### src/rtl/mem_resp_pkg.sv
// Shared types and constants for the mem_responder slave: FSM encoding,
// read/write opcodes and the latched request record.
package mem_resp_pkg;

    localparam int WORD_W = 32;

    typedef enum logic [1:0] {
        IDLE = 2'd0,
        WAIT = 2'd1,
        RESP = 2'd2
    } state_t;

    localparam logic RW_READ  = 1'b0;
    localparam logic RW_WRITE = 1'b1;

    typedef struct packed {
        logic              rw;
        logic [31:0]       addr;
        logic [WORD_W-1:0] wdata;
    } req_t;

endpackage

### src/rtl/mem_array.sv
// Word storage for mem_responder: synchronous write, combinational read.
// Contents are deliberately not reset.
module mem_array
    import mem_resp_pkg::*;
#(
    parameter  int DEPTH_WORDS = 64,
    localparam int AW          = $clog2(DEPTH_WORDS)
) (
    input  logic              i_clk,
    input  logic              i_we,
    input  logic [AW-1:0]     i_waddr,
    input  logic [WORD_W-1:0] i_wdata,
    input  logic [AW-1:0]     i_raddr,
    output logic [WORD_W-1:0] o_rdata
);

    logic [WORD_W-1:0] r_mem [DEPTH_WORDS];

    always_ff @(posedge i_clk) begin
        if (i_we) r_mem[i_waddr] <= i_wdata;
    end

    assign o_rdata = r_mem[i_raddr];

endmodule

### src/rtl/mem_responder.sv
// Memory-mapped slave with a fixed response latency of WAIT_STATES+1 cycles.
// Define MEM_RESPONDER_ALIGN_CHECK_EN to flag misaligned requests via resp_err.
module mem_responder
    import mem_resp_pkg::*;
#(
    parameter int DEPTH_WORDS = 64,
    parameter int WAIT_STATES = 2
) (
    input  logic        CLK,
    input  logic        Reset,
    input  logic        req_valid,
    output logic        req_ready,
    input  logic        req_rw,
    input  logic [31:0] req_addr,
    input  logic [31:0] req_wdata,
    output logic        resp_valid,
    input  logic        resp_ready,
    output logic [31:0] resp_rdata,
    output logic        resp_err
);

    localparam int AW = $clog2(DEPTH_WORDS);

    state_t      r_state;
    state_t      w_next;
    logic [3:0]  r_cnt;
    req_t        r_req;
    req_t        w_cur;
    logic        r_live;
    logic [31:0] r_rdata;
    logic        r_err;

    logic          w_accept;
    logic          w_enter_resp;
    logic          w_misalign;
    logic          w_we;
    logic [AW-1:0] w_idx;
    logic [31:0]   w_mem_rdata;
    logic          w_unused_addr;

    // In IDLE the request is still on the inputs (WAIT_STATES = 0 goes straight
    // to RESP on the accept edge); afterwards only the latched copy counts.
    always_comb begin
        w_cur = r_req;
        if (r_state == IDLE) begin
            w_cur.rw    = req_rw;
            w_cur.addr  = req_addr;
            w_cur.wdata = req_wdata;
        end
    end

`ifdef MEM_RESPONDER_ALIGN_CHECK_EN
    assign w_misalign = |w_cur.addr[1:0];
`else
    assign w_misalign = 1'b0;
`endif

    assign w_idx         = w_cur.addr[AW+1:2];
    assign w_unused_addr = ^{w_cur.addr[31:AW+2], w_cur.addr[1:0]};
    assign w_accept      = req_valid && req_ready;
    assign w_enter_resp  = (w_next == RESP) && (r_state != RESP);
    assign w_we          = w_enter_resp && (w_cur.rw == RW_WRITE) && !w_misalign;

    mem_array #(.DEPTH_WORDS(DEPTH_WORDS)) u_array (
        .i_clk   (CLK),
        .i_we    (w_we),
        .i_waddr (w_idx),
        .i_wdata (w_cur.wdata),
        .i_raddr (w_idx),
        .o_rdata (w_mem_rdata)
    );

    always_ff @(posedge CLK or negedge Reset) begin
        if (!Reset) r_state <= IDLE;
        else        r_state <= w_next;
    end

    always_comb begin
        w_next = r_state;
        case (r_state)
            IDLE:    if (w_accept) w_next = (WAIT_STATES == 0) ? RESP : WAIT;
            WAIT:    if (r_cnt == 4'd1) w_next = RESP;
            RESP:    if (resp_ready) w_next = IDLE;
            default: w_next = IDLE;
        endcase
    end

    always_comb begin
        req_ready  = (r_state == IDLE) && r_live;
        resp_valid = (r_state == RESP);
        resp_rdata = r_rdata;
        resp_err   = r_err;
    end

    // r_live keeps req_ready low while Reset is held so nothing is accepted
    // (or written) until the first edge after release.
    always_ff @(posedge CLK or negedge Reset) begin
        if (!Reset) begin
            r_cnt   <= '0;
            r_req   <= '0;
            r_live  <= 1'b0;
            r_rdata <= '0;
            r_err   <= 1'b0;
        end else begin
            r_live <= 1'b1;
            if (w_accept) begin
                r_req <= w_cur;
                r_cnt <= 4'(WAIT_STATES);
            end else if (r_state == WAIT) begin
                r_cnt <= r_cnt - 4'd1;
            end
            if (w_enter_resp) begin
                r_rdata <= (w_cur.rw == RW_READ && !w_misalign) ? w_mem_rdata : '0;
                r_err   <= w_misalign;
            end else if (r_state == RESP && resp_ready) begin
                r_rdata <= '0;
                r_err   <= 1'b0;
            end
        end
    end

endmodule

### config.mk
export PLATFORM = sky130hd
export DESIGN_NAME = mem_responder
export DESIGN_NICKNAME = d
export VERILOG_FILES = /design/src/rtl/mem_resp_pkg.sv /design/src/rtl/mem_array.sv /design/src/rtl/mem_responder.sv
export SDC_FILE = /design/constraint.sdc
export NUM_CORES = 2
export LEC_CHECK = 0
export CAP_MARGIN = 20
export CORE_ASPECT_RATIO = 1.1
export CORE_MARGIN = 4
export CORE_UTILIZATION = 52
export DETAILED_ROUTE_END_ITERATION = 7
export PLACE_DENSITY = 0.73
export SLEW_MARGIN = 5
export SYNTH_ARGS = -nofsm -noshare
export SYNTH_HDL_FRONTEND = slang
export SYNTH_SLANG_ARGS = --single-unit
### constraint.sdc
create_clock -name CLK -period 4.9 [get_ports CLK]
set_clock_uncertainty 0.1 [all_clocks]
set_input_delay 0.98 -clock CLK [delete_from_list [all_inputs] [get_ports CLK]]
set_output_delay 0.98 -clock CLK [all_outputs]
set_load 0.1 [all_outputs]
==> flow_summary.ini <==
[outcome]
status = finished, final reports clean

[cells_and_area]
final_cells = 7763
nNetsFinal = 5614
drive_gt1_share_pct = 14.07
area_growth_pct = 15.70

[floorplanning]
io_pins = 104
dieArea_sq_mm = 0.1600
die_y_microns = 419.1
coreArea_sq_mm = 0.1524
start_util_pct = 52.43
die_x_microns = 381.7
row_count = 150

[critical_path]
path_class = reg2reg
r2r_start = r_state[0]
startpoint = r_state[0]
start_kind = flop
end_kind = flop
arrival_ns = 5.07
required_ns = 5.57
cp_max_fo = 36

[logic_synthesis]
yosysMostFrequentCell = edfxtp_1
yosys.area.top_type = edfxtp_1
synth_top_area_share_pct = 76.97
synth_cell_types = 69
asyncSetResetFlopFracSynth_pct = 3.669
ys.warnings.count = 0
syn_inst = 5219
synth.net_count = 5290
ys_top_cells_by_count = 2048 x edfxtp_1, 770 x nand2_1, 478 x o22ai_1
synth-edff-count = 2048
synth.avg_cell_area_sq_um = 15.31
seq_area_frac_synth_pct = 79.41
ys_ff_latch = 2126
synth_flop_cell = edfxtp_1
synth_top_cells_by_area = edfxtp_1 77%, o22ai_1 3.7%, nand2_1 3.6%, dfrtp_1 2.4%, a21oi_1 2.2%
synthesis.area_sq_mm = 0.07990

[clock_network]
clkLatencyLatePin_ns = 0.85
cts_setup_buffers = 0
ctsHtreeMaxLevel = 4
clockRootBuffer = clkbuf_16
holdBufCountCts = 1
cts_resized = 0
tritoncts = done
numCtsBuffers = 190
clockBufferDepth = 3
path_clk_slew_ns = 0.07
cts.sinks = 2126

[routing]
wl_met2_microns = 122800
wl_met1_microns = 87430
wl_met3_microns = 45500
wl_microns = 278400
route.detailed.drc = 0
drt-wirelength-per-cell_microns = 35.86
drtAntennaViolNets = 0
top_layer_used = met5
vias = 54430
drt_iter0_markers = 10650
viasPerCell = 7.012
dr.pass1.iters = 6

[sta]
fmax_mhz = 227.5
relSlewSlack_pct = 17.43
rsz0062_at_grt = no
slew_violations = 0
final_hold_viol_count = 0
fin_ws_ns = 0.5035
finalSetupViolations = 0
tns_ns = 0
fin_crit_ns = 4.397
tightest_slew_ns = 1.234
fin_crit_sh_pct = 89.72

[grt]
track_usage_pct = 33.99
grt_pass1_wl_microns = 382400
grt_overflow = 0
grt_max_degree = 89
grt_pass1_vias = 51740
antenna_found_initial = 14

[power]
ir_drop_v = 0.0006962
p_total_uw = 58790
p_per_area_mw_per_mm2 = 635.9
leakage_uw = 0.03036

[place]
gp_congestion = 0.9192
portBuffers = 76
hpwl_microns = 159000
place_ws_ns = 0.2957
post-place-cells = 7386

[worst_hold_path]
worstHoldPathType = reg2reg
hold_start = r_req[64]

[job]
drv_cap = 0
registers in the layout, indices dropped and copies added (netlist names):
name and flops:
r_req 39, r_state 2, resp_rdata 32, u_array.r_mem 2048, r_live 1, r_cnt 4
cell type report:
type	count	area [sq um]
multi-input combinational	2756	15590
fill	10820	59950
tap	2052	2567
clock inverter	103	787.0
timing repair buffer	454	4880
clock buffer	247	5082
antenna	10	25.02
inverter	15	56.30
sequential	2126	63450
where the power goes:
part	leakage (uW)	internal, uW	switching [uW]
Clock	0.00286	7750	6590
Sequential	0.0196	23400	318
Combinational	0.00795	5440	15300
Total	0.0304	36600	22200
cells by family (layout without fill, tap and decap cells):
kind of cell	after synthesis	in the layout	synth area share, %
AND/OR/NAND/NOR	1466	1466	7.758
multiplexers	108	108	1.414
other	2	12	0.009399
flip-flops	2126	2126	79.41
AO/OA/AOI/OAI	1175	1175	9.413
buffers and inverters	337	819	1.928
adder cells (fa/ha/maj)	2	2	0.03131
XOR/XNOR	3	3	0.03289
worst max-delay path, stage by stage, from the launching register on:
cell      delay [ns]
dfrtp_1         0.84
or2_2           0.39
buf_4           0.51
mux2i_4         0.62
buf_4           0.30
a211oi_1        0.07
nor4_1          0.53
o22ai_1         0.38
nor4_1          0.35
a22o_1          0.19
metal layers:
metal,up-vias,global-route usage [%]
met5,-,0
met4,6,22.74
li1,21060,-
met1,26470,42.28
met2,5613,51.09
met3,1282,11.19
through the flow:
step / utilization (%) / hold slack [ns] / cell area (sq um)
finish: 60.66 / 0.3850 / 92440
global route: 60.64 / 0.4002 / 92420
floorplan: - / 0.3450 / 79900
global placement: 56.54 / 0.3659 / 86170
detailed placement: 56.57 / 0.3746 / 86210
CTS: 60.43 / 0.3862 / 92090
cell usage in the layout, fill, tap and decap left out, types with 8 or more instances in the layout:
cell type and n:
mux2_2 33, clkdlybuf4s50_1 74, and3_1 17, a32oi_1 93, clkinv_1 46, o21ai_0 19
nor2_4 66, buf_12 101, o41ai_1 8, clkbuf_1 49, a31oi_1 101, o31ai_1 9
nand2_2 39, bufinv_16 8, o22ai_1 478, or4_1 8, nand2_1 728, nor2_1 263
a22oi_1 9, clkbuf_16 193, nor3_1 76, diode_2 10, nor2b_1 8, a32o_1 33
dfrtp_1 78, nor4_1 87, buf_4 277, mux2i_1 72, a21oi_1 345, nand3_1 142
a211oi_1 37, edfxtp_1 2048, clkinv_2 31, inv_1 15
path summary, 6_finish.rpt:
check,endpoint,slack (ns),cells after the start
max,resp_rdata[28],0.50,9
min,r_req[64],0.39,2
max in group asynchronous,resp_rdata[29],3.19,3
min in group asynchronous,r_req[6],0.56,2
min reg2reg,r_req[64],0.39,2
max reg2reg,resp_rdata[28],0.50,9
Note: power is estimated with default switching activity, not from simulation.
